<file path="config.mk">
export PLATFORM = sky130hd
export DESIGN_NAME = sc_s2b_counter
export DESIGN_NICKNAME = d
export VERILOG_FILES = /design/src/rtl/sc_pkg.sv /design/src/rtl/sc_window_ctr.sv /design/src/rtl/sc_s2b_counter.sv
export SDC_FILE = /design/constraint.sdc
export NUM_CORES = 1
export LEC_CHECK = 0
export BUFFER_PORTS_ARGS = -buffer_cell sky130_fd_sc_hd__buf_2
export CAP_MARGIN = 20
export CORE_MARGIN = 2
export CORE_UTILIZATION = 50
export DETAILED_ROUTE_END_ITERATION = 16
export PLACE_DENSITY_LB_ADDON = 0.05
export RECOVER_POWER = 25
export SYNTH_ARGS = -nofsm -noshare
export SYNTH_HDL_FRONTEND = slang
export SYNTH_SLANG_ARGS = --single-unit
</file>
<file path="constraint.sdc">
create_clock -name clk -period 1.8 [get_ports clk]
set_input_delay 0.27 -clock clk [delete_from_list [all_inputs] [get_ports clk]]
set_output_delay 0.27 -clock clk [all_outputs]
set_load 0.05 [all_outputs]
</file>
<file path="src/rtl/sc_pkg.sv">
`default_nettype none
// ============================================================================
// Module      : sc_pkg
// Description : Shared stochastic-computing types: converter FSM state and
//               the clogb2 ceiling-log2 helper.
// Revision    : 1.0 - initial release
// ============================================================================
package sc_pkg;

    typedef enum logic [1:0] {
        IDLE  = 2'd0,
        ACCUM = 2'd1,
        DONE  = 2'd2
    } sc_state_t;

    function automatic int clogb2(input int value);
        int r;
        r = 0;
        for (int i = 0; i < 31; i++) begin
            if ((1 << i) < value) r = i + 1;
        end
        return r;
    endfunction

endpackage
`default_nettype wire

</file>
<file path="src/rtl/sc_window_ctr.sv">
`default_nettype none
// ============================================================================
// Module      : sc_window_ctr
// Description : Valid-gated window counter with a terminal-count flag that
//               marks the increment completing a 2^WINDOW_LOG2-bit window.
// Revision    : 1.0 - initial release
// ============================================================================
module sc_window_ctr #(
    parameter int WINDOW_LOG2 = 8
) (
    input  logic clk,
    input  logic rst,
    input  logic i_clear,
    input  logic i_inc,
    output logic o_tc
);

    localparam logic [WINDOW_LOG2:0] c_window = {1'b1, {WINDOW_LOG2{1'b0}}};
    localparam logic [WINDOW_LOG2:0] c_one    = {{WINDOW_LOG2{1'b0}}, 1'b1};

    logic [WINDOW_LOG2:0] r_count;
    logic [WINDOW_LOG2:0] w_next;

    assign w_next = r_count + c_one;

    // The extra MSB lets the count reach 2^WINDOW_LOG2 without wrapping.
    assign o_tc = i_inc && (w_next == c_window);

    always_ff @(posedge clk) begin
        if (rst) begin
            r_count <= '0;
        end else if (i_clear) begin
            r_count <= '0;
        end else if (i_inc) begin
            r_count <= w_next;
        end
    end

endmodule
`default_nettype wire

</file>
<file path="src/rtl/sc_s2b_counter.sv">
`default_nettype none
// ============================================================================
// Module      : sc_s2b_counter
// Description : Stochastic-to-binary converter: counts ones over a window of
//               2^WINDOW_LOG2 valid bits. Define SC_S2B_AUTORESTART_EN for
//               back-to-back windows after a single start.
// Revision    : 1.0 - initial release
// ============================================================================
module sc_s2b_counter
    import sc_pkg::*;
#(
    parameter int WINDOW_LOG2   = 8,
    parameter int INPUT_STREAMS = 2
) (
    input  logic                   clk,
    input  logic                   rst,
    input  logic                   start,
    input  logic                   in_bit,
    input  logic                   in_valid,
    output logic                   busy,
    output logic                   out_valid,
    output logic [WINDOW_LOG2:0]   result
);

    if ((INPUT_STREAMS < 2) || ((1 << clogb2(INPUT_STREAMS)) != INPUT_STREAMS)) begin : g_bad_input_streams
        $error("sc_s2b_counter: INPUT_STREAMS must be a power of 2 and at least 2");
    end

    sc_state_t            r_state;
    logic [WINDOW_LOG2:0] r_acc;
    logic [WINDOW_LOG2:0] r_result;
    logic                 r_busy;
    logic                 r_out_valid;

    logic                 w_clear;
    logic                 w_inc;
    logic                 w_tc;
    logic [WINDOW_LOG2:0] w_acc_next;

    assign w_clear    = ((r_state == IDLE) && start) || (r_state == DONE);
    assign w_inc      = (r_state == ACCUM) && in_valid;
    assign w_acc_next = r_acc + {{WINDOW_LOG2{1'b0}}, in_bit};

    sc_window_ctr #(
        .WINDOW_LOG2 (WINDOW_LOG2)
    ) u_window_ctr (
        .clk     (clk),
        .rst     (rst),
        .i_clear (w_clear),
        .i_inc   (w_inc),
        .o_tc    (w_tc)
    );

    always_ff @(posedge clk) begin
        if (rst) begin
            r_state     <= IDLE;
            r_acc       <= '0;
            r_result    <= '0;
            r_busy      <= 1'b0;
            r_out_valid <= 1'b0;
        end else begin
            r_out_valid <= 1'b0;
            case (r_state)
                IDLE: begin
                    if (start) begin
                        r_acc   <= '0;
                        r_busy  <= 1'b1;
                        r_state <= ACCUM;
                    end
                end
                ACCUM: begin
                    if (in_valid) begin
                        r_acc <= w_acc_next;
                        // The final bit of the window lands directly in result.
                        if (w_tc) begin
                            r_result    <= w_acc_next;
                            r_out_valid <= 1'b1;
                            r_busy      <= 1'b0;
                            r_state     <= DONE;
                        end
                    end
                end
                DONE: begin
`ifdef SC_S2B_AUTORESTART_EN
                    r_acc   <= '0;
                    r_busy  <= 1'b1;
                    r_state <= ACCUM;
`else
                    r_state <= IDLE;
`endif
                end
                default: begin
                    r_state <= IDLE;
                    r_busy  <= 1'b0;
                end
            endcase
        end
    end

    assign busy      = r_busy;
    assign out_valid = r_out_valid;
    assign result    = r_result;

endmodule
`default_nettype wire

</file>
After elaboration in Yosys (flattened, before gate mapping). Index checks and enable logic that the tools add are counted.

Flip-flop bits (word level): 31. Bits in latches: 0. RAM bits: 0. ROM bits: 0. Output and inout bits: 11. Memories kept: 0.

$add $sub $neg: 2. $mul: 0. Divide/modulo/power cells: 0. Order comparisons: 0. Equal/unequal tests: 6. Shift-type cells: 0. Mux-type cells: 12. Bitwise logic cells: 3. Reductions and logical operators: 12.

Operator list (count): 9-bit two-way mux (2); 9-bit case mux with 2 select lines (1); 9-bit by 1-bit adder with 9-bit output (1); 9-bit by 1-bit adder with 9-bit output (second input constant) (1); 9-bit == test (second input constant) (1); 3-bit AND reduction (3); 2-bit two-way mux (3); 1-bit two-way mux (4); 2-bit != test (second input constant) (2); 2-bit case mux with 2 select lines (1); 4-bit AND reduction (1); 1-bit logical AND (3); 1-bit NOT (3); 1-bit case mux with 3 select lines (1); 3-bit OR reduction (1); 2-bit by 1-bit == test with 1-bit output (second input constant) (1); 2-bit == test (second input constant) (1); 2-bit zero test (1); 2-bit by 1-bit != test with 1-bit output (second input constant) (1); 2-bit nonzero test (1); 2-bit OR reduction (1); 1-bit logical OR (1).

Longest topological paths before layout. Gate-level depths: netlist of run 1.

Depth in word-level cells: 6. Gate-level depth with buffers: 6.

By module. Synthesis of run 1 repeated with hierarchy kept, for this count alone.

Cells, all modules: 181. Area, all modules: 1637.8 µm².

By module, submodules not included: sc_s2b_counter (instances 1, cells an instance 121, area an instance 1124.8 µm², seq. area each 440.4 µm²); sc_window_ctr (instances 1, cells an instance 60, area an instance 513.0 µm², seq. area each 180.2 µm²).

Worst setup path before layout of run 1. Ideal clock, no wire load.

Path type: register to register. Start: reg r_acc[0]. End: reg r_result[6] (netlist: result[6]). Setup time: 0.058 ns. Arrival: 1.454 ns. Path slack: 0.288 ns. Stages on the path, launching flop included: 7. Buffers on the path: 0. Clock period less this slack: 1.512 ns. Cells stage by stage: dfxtp_1 -> ha_1 -> ha_1 -> nand3_1 -> or3_1 -> a21oi_1 -> mux2_4.

Cells in the longest elaborated chain, start to end: 1.

RTL lines: start, declared (line sc_s2b_counter.sv:30) `logic [WINDOW_LOG2:0] r_acc;`; start signal, assigned (line sc_s2b_counter.sv:73) `r_acc <= w_acc_next;`; 9-bit by 1-bit adder with 9-bit output (line sc_s2b_counter.sv:42) `assign w_acc_next = r_acc + {{WINDOW_LOG2{1'b0}}, in_bit};`; end signal, assigned (line sc_s2b_counter.sv:76) `r_result <= w_acc_next;`; end, declared (line sc_s2b_counter.sv:31) `logic [WINDOW_LOG2:0] r_result;`.

Every way passes these cells. A chain may end at the register's enable or synchronous reset.

Final worst setup path of run 1. Ends and elaborated chain as after synthesis.

==> reports/results.ini, run 1 <==
[outcome]
outcome = complete, no violations

[worst_hold_path]
hold_path_class = input port to flip-flop
min_path_cells = 3
min_to = r_state[0]
hold_path.startpoint = start

[global_route]
grt.met2_usage_pct = 29.8
overflow = 0
grt_max_degree = 35
first_global_vias = 1174
grt_first_pass_wirelength_mm = 5.25
use_met3_pct = 6.06
track_usage_pct = 19.7
antenna_found_initial = 0
grt.busiest_layer = met2
grtUsageMet1_pct = 25.7

[die]
coreArea_um2 = 3030
fp.dieW_um = 60.1
rows = 20
dieArea_um2 = 3610
initial_core_util_pct = 52.0
die_h_um = 60.1
ios = 16

[clock_network]
clock_sinks = 31
htreeDepth = 2
clock_latency_ps = 340
cts_tree = built
ctsRootBufferMaster = clkbuf_4
numCtsBuffers = 5
clockBufferDepth = 2
clkSlewWorstSetupHoldPaths_ps = 100

[synth]
synthArstFlopShare_pct = 0
yosysMostFrequentCell = dfxtp_1
syn_area_per_cell_um2 = 8.99
synth_xor_area_share_pct = 5.56
synth_compound_area_share_pct = 13.1
ys_seq_area_share_pct = 39.4
synthDistinctLibCells = 42
yosysTopAreaCell = dfxtp_1
synth_common_cells = dfxtp_1, nor2_1, a21oi_1
synth_top_family_by_area = simple AND/OR/NAND/NOR gates
synth_top_area_share_pct = 39.4
synth_area_um2 = 1570
synth-seq-cells = 31
synthCells = 175
synth_edf_count = 0
synthMuxAreaShare_pct = 7.31
synth_flop_cell = dfxtp_1
synthTopCellsByArea = dfxtp_1, mux2_4, xnor2_1
synth_fa_ha_area_share_pct = 2.38
synth-simple-area-share_pct = 28.9
ys_warn_count = 0
synth_nets = 183

[timing]
maxSlewHeadroom_pct = 54.2
worst_pin_slew_ps = 686
maxSlewViolCount = 0
rsz0062_at_grt = no
setup_violations = 0
setup_ws_ps = 162
period_needed_ps = 1640
fmax_mhz = 610
finalHoldViolations = 0
finalCritPeriodShare_pct = 91.0
skew_ps = 15.5
setup-tns-final_ps = 0

[setup_path]
reg2reg_slack_ps = 160
cp_data_arrival_time_ps = 1940
start_kind = flip-flop
end_kind = flip-flop
r2r_cells = 6
r2r-end = result[6]
crit_path_max_fanout = 5
worstReg2RegStart = r_acc[0]
worstSetupPathType = flip-flop to flip-flop
worstPathRequired_ps = 2100

[finish]
utilization_pct = 57.7
layout-drive-gt1-share_pct = 15.9
final_cell_area_um2 = 1750
synthToLayoutAreaGrowth_pct = 11.0
multi_input_area_um2 = 910
diodes = 0
regArea_um2 = 621
nets = 202
fillers = 298

[route]
routed_wl_mm = 3.01
vias_per_cell = 5.41
drtPass1Iterations = 5
ant_nets = 0
vias = 1293
wl_per_cell_um = 12.6
drc = 0
drt-initial-drc-count = 44

[placed_design]
port_buffers = 15
place_area_um2 = 1700
dp_hpwl_mm = 2.06
pre_cts_ws_ps = 62.9
gp_congestion = 0.813

[power_and_ir_drop]
ir_worst_vdd_mv = 0.415
p_total_mw = 1.17
leakagePower_nw = 0.641
cellPowerDensity_nw_per_um2 = 671

[job]
drv_cap = 0

-- worst max-delay path, cell delays in order, from the launching register on --
cell,delay (ps)
dfxtp_1,340
ha_1,210
ha_2,250
nand3_2,130
or3_1,370
a21oi_1,140
mux2_4,150
-- metal layers --
metal / vias to the layer above / share of wire [%]
li1: 656 / -
met1: 602 / 51
met2: 27 / 43
met3: 8 / 4.2
met4: 0 / 1.8
met5: - / 0
-- placed cells by master (no fill, tap or decap), types with 4 or more instances in the layout --
cell and n:
a21oi_1 13, and2b_1 4, buf_2 5, buf_4 5, clkbuf_1 12, clkbuf_4 5
dfxtp_1 31, mux2_4 5, mux2i_1 4, nand2_1 11, nand2b_1 7, nor2_1 18
nor3_1 7, o21ai_0 9, xnor2_1 8
-- stage by stage --
step,hold WS [ps],cells
global placement,444,231
finish,211,239
CTS,210,239
global route,217,239
floorplan,434,175
detailed placement,461,231
-- registers in the layout, indices dropped and copies added, names as in the netlist --
signal                count
r_state                   2
u_window_ctr.r_count      9
out_valid                 1
r_acc                     9
busy                      1
result                    9
-- cell families (layout without fill, tap and decap cells) --
kind of cell	count (synthesis)	after routing
multiplexers	9	9
buffers and inverters	11	31
XOR/XNOR	10	10
AO/OA/AOI/OAI	34	34
flip-flops	31	31
AND/OR/NAND/NOR	77	77
adder cells (fa/ha/maj)	3	3
-- where the power goes --
group / switching (mW) / internal [mW]
clock network: 0.236 / 0.152
registers: 0.00458 / 0.693
logic: 0.0587 / 0.0278
total: 0.299 / 0.872
-- cell type report --
type / instances / area share [%]
clock inverter: 1 / 0.287
timing repair buffer: 20 / 5.73
tap: 44 / 3.15
sequential: 31 / 35.5
inverter: 3 / 0.645
clock buffer: 7 / 2.58
multi-input combinational: 133 / 52.1
-- what timing repair did --
| action | 4_1_cts | 5_1_grt |
|---|---|---|
| endpoints found under the setup margin | 0 | 2 |
| gates resized for setup | 0 | 2 |
| hold buffers | 0 | 0 |
| setup buffers | 0 | 0 |
| hold endpoints to repair | 0 | 0 |
-- worst max-delay path by stage --
stage	startpoint	endpoint	cells after the start
final	r_acc[0]	result[6]	6
after global routing	r_acc[0]	r_acc[6]	5
after CTS	r_acc[0]	result[6]	6
after detailed placement	in_bit	result[6]	7
after global placement	in_bit	result[4]	7
after floorplan	r_acc[0]	result[6]	6
(Power assumes the default switching activity.)
==> run 2, diff against run 1 <==
--- a/config.mk
+++ b/config.mk
@@ -5,11 +5,11 @@
 export SDC_FILE = /design/constraint.sdc
 export NUM_CORES = 1
 export LEC_CHECK = 0
-export BUFFER_PORTS_ARGS = -buffer_cell sky130_fd_sc_hd__buf_2
 export CAP_MARGIN = 20
 export CORE_MARGIN = 2
 export CORE_UTILIZATION = 50
 export DETAILED_ROUTE_END_ITERATION = 16
+export DONT_BUFFER_PORTS = 1
 export PLACE_DENSITY_LB_ADDON = 0.05
 export RECOVER_POWER = 25
 export SYNTH_ARGS = -nofsm -noshare
==> reports/results.ini, run 2 (synthesized netlist as in run 1, its figures left out) <==
[clock_network]
cts_tree = built
clock_latency_ps = 340  ; about the same
clockBufferDepth = 2  ; unchanged
clkSlewWorstSetupHoldPaths_ps = 100  ; about the same
htreeDepth = 2  ; unchanged
clock_sinks = 31  ; unchanged
ctsRootBufferMaster = clkbuf_4
numCtsBuffers = 5  ; unchanged
cts_setup_buffers = 0  ; unchanged

[placed_design]
gp_congestion = 0.767  ; -5.7%
dp_hpwl_mm = 1.94  ; -6.1%
place_area_um2 = 1640  ; -3.5%
placed_cells = 218  ; -5.6%
port_buffers = 0  ; -15

[route]
ant_nets = 0  ; unchanged
vias = 1255  ; -2.9%
vias_per_cell = 5.53  ; +2.2%
routed_wl_mm = 2.96  ; -1.6%
drt-initial-drc-count = 42  ; -4.5%
drc = 0  ; unchanged
wl_per_cell_um = 13.1  ; +3.6%
drtPass1Iterations = 4  ; -1

[timing]
period_needed_ps = 1660  ; +18.4 ps
skew_ps = 10.0  ; -5.45 ps
finalHoldViolations = 0  ; unchanged
hold_ws_ps = 51.3  ; -160 ps
setup_violations = 0  ; unchanged
rsz0062_at_grt = no
worst_pin_slew_ps = 586  ; -99.3 ps
fmax_mhz = 604  ; -1.1%
setup-tns-final_ps = 0  ; unchanged
finalCritPeriodShare_pct = 92.0  ; +1.0 points
maxSlewHeadroom_pct = 61.1  ; +6.9 points
maxSlewViolCount = 0  ; unchanged

[setup_path]
worstPathRequired_ps = 2090  ; about the same
cp_slowest_stage_delay_ps = 380  ; about the same
cp_data_arrival_time_ps = 1950  ; about the same
start_kind = flip-flop
crit_slowest_cell = or3_1
critPathTopFamily = simple AND/OR/NAND/NOR gates
crit_buf_inv = 0  ; unchanged
end_kind = flip-flop
path_cells = ha_1 -> ha_2 -> nand3_1 -> or3_1 -> a21oi_1 -> mux2_4
crit_path_max_fanout = 5  ; unchanged
worstSetupPathType = flip-flop to flip-flop

[finish]
final_common_cell = dfxtp_1
diodes = 0  ; unchanged
synthToLayoutAreaGrowth_pct = 8.74
nets = 190  ; -5.9%
instances_no_fill = 227  ; -5.0%
final_cell_area_um2 = 1710  ; -2.0%
final_cell_mix = dfxtp_1, nor2_1, a21oi_1, nand2_1, o21ai_0
layout-drive-gt1-share_pct = 13.7  ; -2.2 points

[die]
ios = 16  ; unchanged
fp.dieW_um = 60.1  ; unchanged
rows = 20  ; unchanged
initial_core_util_pct = 52.0  ; unchanged
coreArea_um2 = 3030  ; unchanged
dieArea_um2 = 3610  ; unchanged
die_h_um = 60.1  ; unchanged

[global_route]
first_global_vias = 1144  ; -2.6%
antenna_found_initial = 0  ; unchanged
grt_max_degree = 24  ; -31%
track_usage_pct = 18.7  ; -0.97 points
grt_first_pass_wirelength_mm = 4.96  ; -5.5%
overflow = 0  ; unchanged

[power_and_ir_drop]
leakagePower_nw = 0.620  ; -3.2%
ir_worst_vdd_mv = 0.398  ; -4.2%
cellPowerDensity_nw_per_um2 = 728  ; +8.6%

[outcome]
outcome = complete, no violations

[worst_hold_path]
hold_path_class = input port to flip-flop

[job]
drv_cap = 0  ; unchanged

## run 2: changes by cell type in the layout (fill, tap and decap cells not counted)
| cell | delta |
|---|---|
| clkinv_2 | -1 |
| clkbuf_1 | -8 |
| nand3_2 | -1 |
| buf_2 | -5 |
| buf_4 | -1 |
| clkbuf_8 | +2 |
| nand3_1 | +1 |
| dlygate4sd3_1 | +1 |
## run 2: power breakdown
part           switching [mW]  internal (mW)
Clock                   0.240          0.230
Combinational          0.0519         0.0275
Sequential            0.00451          0.693
## run 2: layer usage
metal  vias up  track usage (%)  share of wire (%)
li1        633                -                  -
met1       587             23.7                 49
met2        28             28.4                 44
met3         7             5.19                4.6
met4         0             10.5                2.0
met5         -                0                  0
## run 2: stage by stage
step / util, % / worst slack (ps) / power, mW
4_1_cts: 56.8 / 121 / 1.26
2_1_floorplan: - / 288 / 0.778
6_report: 56.5 / 143 / 1.25
3_3_place_gp: 54.2 / 211 / 0.790
3_5_place_dp: 54.2 / 140 / 0.792
5_1_grt: 56.5 / 24.9 / 1.30
## run 2: timing repair
action                                  4_1_cts  5_1_grt
hold endpoints to repair                     12        0
endpoints found under the setup margin        0        2
hold buffers                                  1        0
gates resized for setup                       0        1
## run 2: worst reg2reg max path: stages (launching register included)
cell and delay [ps]:
dfxtp_1 340, ha_1 200, ha_2 230, nand3_1 160, or3_1 380, a21oi_1 150
mux2_4 150
## run 2: final timing paths
check | slack [ps] | end | depth (start not counted) | startpoint
setup / recovery | 140 | result[6] | 6 | r_acc[0]
setup reg to reg | 140 | result[6] | 6 | r_acc[0]
hold reg to reg | 470 | r_acc[0] | 2 | r_acc[0]
hold / removal | 50 | busy | 1 | rst
## run 2: final cells by class
class / instances / area, um2
Fill cell: 299 / 1320
Inverter: 3 / 11.3
Multi-Input combinational cell: 133 / 905
Tap cell: 44 / 55.1
Timing Repair Buffer: 8 / 51.3
Clock buffer: 8 / 68.8
Sequential cell: 31 / 621
